## config.mk

```make
export PLATFORM = sky130hd
export DESIGN_NAME = apb_slave_regfile
export DESIGN_NICKNAME = d
export VERILOG_FILES = /design/src/rtl/apb_slave_regfile.sv
export SDC_FILE = /design/constraint.sdc
export NUM_CORES = 1
export LEC_CHECK = 0
export CAP_MARGIN = 20
export CORE_MARGIN = 3
export CORE_UTILIZATION = 61
export DETAILED_ROUTE_END_ITERATION = 6
export PLACE_DENSITY = 0.8
export SYNTH_ARGS = -nofsm -noshare
export SYNTH_HDL_FRONTEND = slang
export SYNTH_SLANG_ARGS = --single-unit
```

## constraint.sdc

```tcl
create_clock -name PCLK -period 2.55 [get_ports PCLK]
set_clock_uncertainty 0.05 [all_clocks]
set_input_delay 0.255 -clock PCLK [delete_from_list [all_inputs] [get_ports PCLK]]
set_output_delay 0.255 -clock PCLK [all_outputs]
set_load 0.02 [all_outputs]
```

## src/rtl/apb_slave_regfile.sv

```systemverilog
// apb_slave_regfile
//   APB completer holding a DEPTH x 32-bit register file. Every transfer
//   spends WAIT_STATES access cycles with PREADY low before completing.
//   Accesses whose word index is outside the file complete with PSLVERR=1;
//   a write in that case leaves the file untouched, and a read returns 0.
//
// Ports
//   PCLK     in   1   clock, rising edge
//   PRESET   in   1   synchronous active-high reset
//   PSEL     in   1   slave select
//   PENABLE  in   1   access-phase indicator
//   PWRITE   in   1   1 = write, 0 = read
//   PADDR    in   32  byte address; [1:0] and [31] are ignored
//   PWDATA   in   32  write data
//   PREADY   out  1   transfer complete
//   PRDATA   out  32  read data, held between read transfers
//   PSLVERR  out  1   error response, meaningful only while PREADY=1
module apb_slave_regfile #(
  parameter int unsigned DEPTH       = 16,
  parameter int unsigned WAIT_STATES = 1
) (
  input  logic        PCLK,
  input  logic        PRESET,
  input  logic        PSEL,
  input  logic        PENABLE,
  input  logic        PWRITE,
  input  logic [31:0] PADDR,
  input  logic [31:0] PWDATA,
  output logic        PREADY,
  output logic [31:0] PRDATA,
  output logic        PSLVERR
);

  localparam int unsigned AW = (DEPTH > 1) ? $clog2(DEPTH) : 1;

  typedef enum logic [1:0] {
    ST_IDLE  = 2'd0,
    ST_WAIT  = 2'd1,
    ST_READY = 2'd2
  } state_t;

  state_t      state;
  logic [3:0]  cnt;
  logic        err_q;
  logic [31:0] prdata_q;
  logic [31:0] mem [DEPTH];

  logic [28:0]   idx;
  logic [AW-1:0] word;
  logic          in_range;
  logic          setup;
  logic          unused_addr_bits;

  assign idx  = PADDR[30:2];
  assign word = idx[AW-1:0];
  // DEPTH is a power of two, so idx < DEPTH means no bit at or above AW is set.
  assign in_range = ~|idx[28:AW];
  assign setup    = PSEL && !PENABLE;
  assign unused_addr_bits = ^{PADDR[31], PADDR[1:0]};

  assign PREADY  = (state == ST_READY);
  assign PSLVERR = (state == ST_READY) && err_q;
  assign PRDATA  = prdata_q;

  always_ff @(posedge PCLK) begin
    if (PRESET) begin
      state    <= ST_IDLE;
      cnt      <= '0;
      err_q    <= 1'b0;
      prdata_q <= '0;
      for (int unsigned i = 0; i < DEPTH; i++) begin
        mem[i] <= '0;
      end
    end else if (setup) begin
      // A setup phase restarts the transfer from any state.
      err_q <= !in_range;
      if (!PWRITE) begin
        prdata_q <= in_range ? mem[word] : '0;
      end
      cnt   <= 4'(WAIT_STATES);
      state <= (WAIT_STATES == 0) ? ST_READY : ST_WAIT;
    end else begin
      case (state)
        ST_WAIT: begin
          if (!PSEL) begin
            state <= ST_IDLE;
          end else begin
            cnt <= cnt - 4'd1;
            if (cnt == 4'd1) begin
              state <= ST_READY;
            end
          end
        end
        ST_READY: begin
          if (PSEL && PENABLE) begin
            if (PWRITE && !err_q) begin
              mem[word] <= PWDATA;
            end
            state <= ST_IDLE;
          end else if (!PSEL) begin
            state <= ST_IDLE;
          end
        end
        default: begin
          state <= ST_IDLE;
        end
      endcase
    end
  end

endmodule

```

**Word-level counts from Yosys, hierarchy flattened**

Memories as Yosys holds them, arrays and structs flattened.
Cells that the tools add are included.

- Reduce and logical (&&, ||, !) cells: 16
- Multiplexer cells: 21
- Bitwise operators: 1
- Eq/ne operators: 7
- Add/subtract/negate cells: 1

Operators by type and width:

| operator | count |
|---|---|
| 2-to-1 mux 32 bit | 2 |
| OR reduction 32 bit | 1 |
| OR reduction 25 bit | 1 |
| 2-to-1 mux 1 bit | 13 |
| AND reduction 2 bit | 5 |
| 2-to-1 mux 2 bit | 4 |
| == test 4 x 1 -> 1 bit (second input constant) | 1 |
| logical AND 1 bit | 4 |
| 2-to-1 mux 4 bit | 1 |
| inequality test 4 x 2 -> 1 bit (second input constant) | 1 |
| inequality test 4 bit (second input constant) | 1 |
| one-hot mux 2 bit (2 select lines) | 1 |
| nonzero test 2 bit | 2 |
| subtractor 4 x 1 -> 4 bit (second input constant) | 1 |
| inequality test 3 x 2 -> 1 bit (second input constant) | 1 |
| inequality test 3 bit (second input constant) | 1 |
| == test 2 x 1 -> 1 bit (second input constant) | 1 |
| == test 2 bit (second input constant) | 1 |
| logical NOT 1 bit | 2 |
| OR reduction 2 bit | 1 |
| inverter 1 bit | 1 |

- Memories kept: 1
- Logic and storage cells: 53
- Register bits: 39
- Bits of input ports: 69
- Output and inout bits: 34
- Memory bits (writable): 512

Memory list:

| memory | words | bits a word | rd ports | clocked after Yosys merged registers in | write ports | RTL line | text |
|---|---|---|---|---|---|---|---|
| mem | 16 | 32 | 1 | 0 | 16 | 46 | `logic [31:0] mem [DEPTH];` |

**Logic depth before layout (Yosys ltp)**

- Depth in word-level cells: 10
- Gate-level depth with buffers: 7
- Mapped depth without buffers: 5

**Least setup slack after synthesis**

Ideal clock, no wire load.

- Path kind: flip-flop to flip-flop
- Start point: register state[1]
- End point: memory mem[9][0] (enable)
- Cell stages (with the launch flop): 6
- Clock period less this slack: 2.419 ns
- Setup time: 0.375 ns
- Buffers on the path: 1
- Setup slack: 0.131 ns
- Data arrival time: 1.995 ns
- Data required time: 2.125 ns
- Path through: dfxtp_1 > nor2b_1 > nand3_2 > buf_6 > nor3_4 > or2_2

RTL lines:

| item | RTL line | text |
|---|---|---|
| from (decl) | 42 | `state_t state;` |
| from (signal assigned) | 81 | `state <= (WAIT_STATES == 0) ? ST_READY : ST_WAIT;` |
| to (decl) | 46 |  |

**Final worst setup path**

- Start point: register state[1]
- End point: output PSLVERR

- Word-level cells in the longest chain between the ends: 2

RTL lines:

| item | RTL line | text |
|---|---|---|
| == test 2 bit | 62 | `assign PSLVERR = (state == ST_READY) && err_q;` |
| logical AND 1 bit | 62 |  |
| to (decl) | 31 | `output logic PSLVERR` |

Every way passes these cells.

==> impl_metrics.tcl <==
set metrics [dict create \
    status "completed" \
    fillCellCount 2625 \
    n_antenna_cell 0 \
    seq_area_frac_synth 0.635 \
    cts_tree "yes" \
    slowest_delay_ns 0.62 \
    rr_startpoint "state[1]$_SDFFE_PP0P_" \
    avgSynthCellArea_um2 14.0 \
    stdcell_count 2481 \
    dp_hpwl_mm 37.1 \
    worstPathMaxFanout 3 \
    first_pass_iters 5 \
    cts_root_buf "clkbuf_16" \
    setup_viol 0 \
    synth_edf_count 512 \
    p_per_area_nw_per_um2 654 \
    r2r_slack_ns 0.41 \
    timing.hold.ws_ns 0.101 \
    wl_per_cell_um 25.6 \
    syn-num-nets 1893 \
    timing.final.ws_setup_ns 0.224 \
    place_congestion 0.814 \
    worst_ep_required_time_ns 2.25 \
    grt_usage 0.288 \
    grt.overflow.total 0 \
    start_util 0.620 \
    cts_hold_buf 0 \
    yosysWarningCount 0 \
    critPathArrivalTime_ns 2.02 \
    r2r-end "mem[0][5]$_SDFFCE_PN0P_" \
    r2r_cells 6 \
    layout_commonest_cell "and2_1" \
    hold_start "PRESET" \
    finalHoldViolations 0 \
    htreeDepth 2 \
    vias 15574 \
    path_clk_slew_ns 0.06 \
    postRouteAntennaNets 0 \
    viasPerCell 6.28 \
    hp-class "primary input to register" \
    post_cts_buffers 0 \
    die_w_um 210 \
    area_growth_pct 14.9 \
    synth_area_um2 25400 \
    crit_path_start_kind "register" \
    period_needed_ns 2.33 \
    crit_path_end_kind "output pin" \
    dieArea_um2 44200 \
    slew_headroom 0.576 \
    cts_buffer_depth 3 \
    grt_max_degree 48 \
    seq_area_um2 16200 \
    ys_async_sr_fraction 0 \
    clock_sinks 551 \
    crit_chain "nor2b_1 > and2_1 > clkdlybuf4s50_1" \
    synth.ff_latch_count 551 \
    cts_made_buffers 54 \
    placedCellCount 2381 \
    die_h_um 210 \
    antenna_found_initial 1 \
    netlist_instances 1822 \
    drc_errors 0 \
    crit_start "state[1]$_SDFFE_PP0P_" \
    cpMaxStageDelayCell "clkdlybuf4s50_1" \
    p_total_w 0.0191 \
    std_cell_rows 74 \
    crit_end "PSLVERR" \
    synth_cell_types 45 \
    wl_mm 63.4 \
    power.leakage_nw 11.4 \
    synth_ff_type "edfxtp_1" \
    fin_crit_sh 0.912 \
    place.port_buffers 99 \
    drt_iter0_drc 1393 \
    clock.fmax_mhz 430 \
    multi_input_area_um2 8660 \
    grt_first_pass_wirelength_mm 96.1 \
    ir_worst_vdd_v 0.000668 \
    grt_pass1_vias 16050 \
    core_um2 41000 \
    layout_common_cells "and2_1, edfxtp_1, mux2i_1" \
    dp_worst_setup_slack_ns 0.0665 \
    slew_violations 0 \
    tns_ns 0 \
    worst_slew_pin_slew_ns 0.635 \
    cts_resized 0 \
    finalNetCount 1976 \
    rsz0062_at_grt "no" \
    ios 103 \
    critical_path_class "register to output pin" \
    post_route_cells_drive_above_1_share 0.136 \
    clk_latency_ns 0.60 \
    cap_violations 0 \
]
## sequential cells by signal, indices dropped and copies added (netlist names)
name    cells
state       2
cnt         4
PRDATA     32
mem       512
err_q       1
## cells by family (layout without fill, tap and decap cells)
group / Yosys count / count (layout) / synth area share
xor gates and xnor gates: 3 / 3 / 0.00103
buffers and inverters: 161 / 288 / 0.0280
adders and majority gates: 2 / 2 / 0.000984
and+or+nand+nor: 628 / 628 / 0.160
AOI/OAI and AO/OA: 222 / 222 / 0.0716
muxes: 255 / 255 / 0.103
DFF: 551 / 551 / 0.635
## final cells by class
cell class                 count  share of cell area
inverter                       3            0.000385
timing repair buffer         185              0.0712
clock buffer                  76              0.0518
tap                          532              0.0228
multi-input combinational   1110               0.296
clock inverter                24             0.00471
sequential                   551               0.553
## critical path, delay by kind of cell, from the launching register on
| kind | cells | cell delay (ns) |
|---|---|---|
| and+or+nand+nor | 2 | 0.45 |
| DFF | 1 | 0.35 |
| buffers and inverters | 1 | 0.62 |
## routing by layer
| metal | track usage | up-vias | part of all wire |
|---|---|---|---|
| met5 | 0 | - | 0.00014 |
| met1 | 0.377 | 7880 | 0.39 |
| met3 | 0.0429 | 139 | 0.072 |
| met2 | 0.499 | 659 | 0.51 |
| li1 | - | 6894 | - |
| met4 | 0.0970 | 2 | 0.032 |
## synth_stat cells, types with 32 or more instances
master | instances | area (um2)
a211o_1 | 62 | 543
mux2_2 | 33 | 372
buf_2 | 41 | 205
clkbuf_1 | 81 | 304
mux2i_1 | 220 | 2200
nor3b_1 | 32 | 240
and2_1 | 514 | 3220
dfxtp_1 | 39 | 781
a22oi_1 | 62 | 465
edfxtp_1 | 512 | 15400
## stage by stage
stage | utilization | instance area, um2
after floorplan | - | 25400
after global placement | 0.672 | 27600
after detailed placement | 0.672 | 27600
after CTS | 0.712 | 29200
after global routing | 0.712 | 29200
final | 0.712 | 29200
## report_power, final
| group | internal (W) | switching (W) | total [W] |
|---|---|---|---|
| Clock | 0.00422 | 0.00332 | 0.00754 |
| Sequential | 0.0101 | 0.0000793 | 0.0102 |
| Combinational | 0.000544 | 0.000835 | 0.00138 |
## worst min-delay path by stage
stage,depth (start not counted),slack [ns],endpoint
finish,3,0.10,state[0]$_SDFFE_PP0P_
global route,3,0.10,state[0]$_SDFFE_PP0P_
CTS,3,0.08,state[0]$_SDFFE_PP0P_
detailed placement,2,0.46,err_q$_SDFFE_PP0P_
global placement,2,0.45,err_q$_SDFFE_PP0P_
floorplan,2,0.38,cnt[0]$_SDFFE_PP0P_
(Power assumes the default switching activity.)
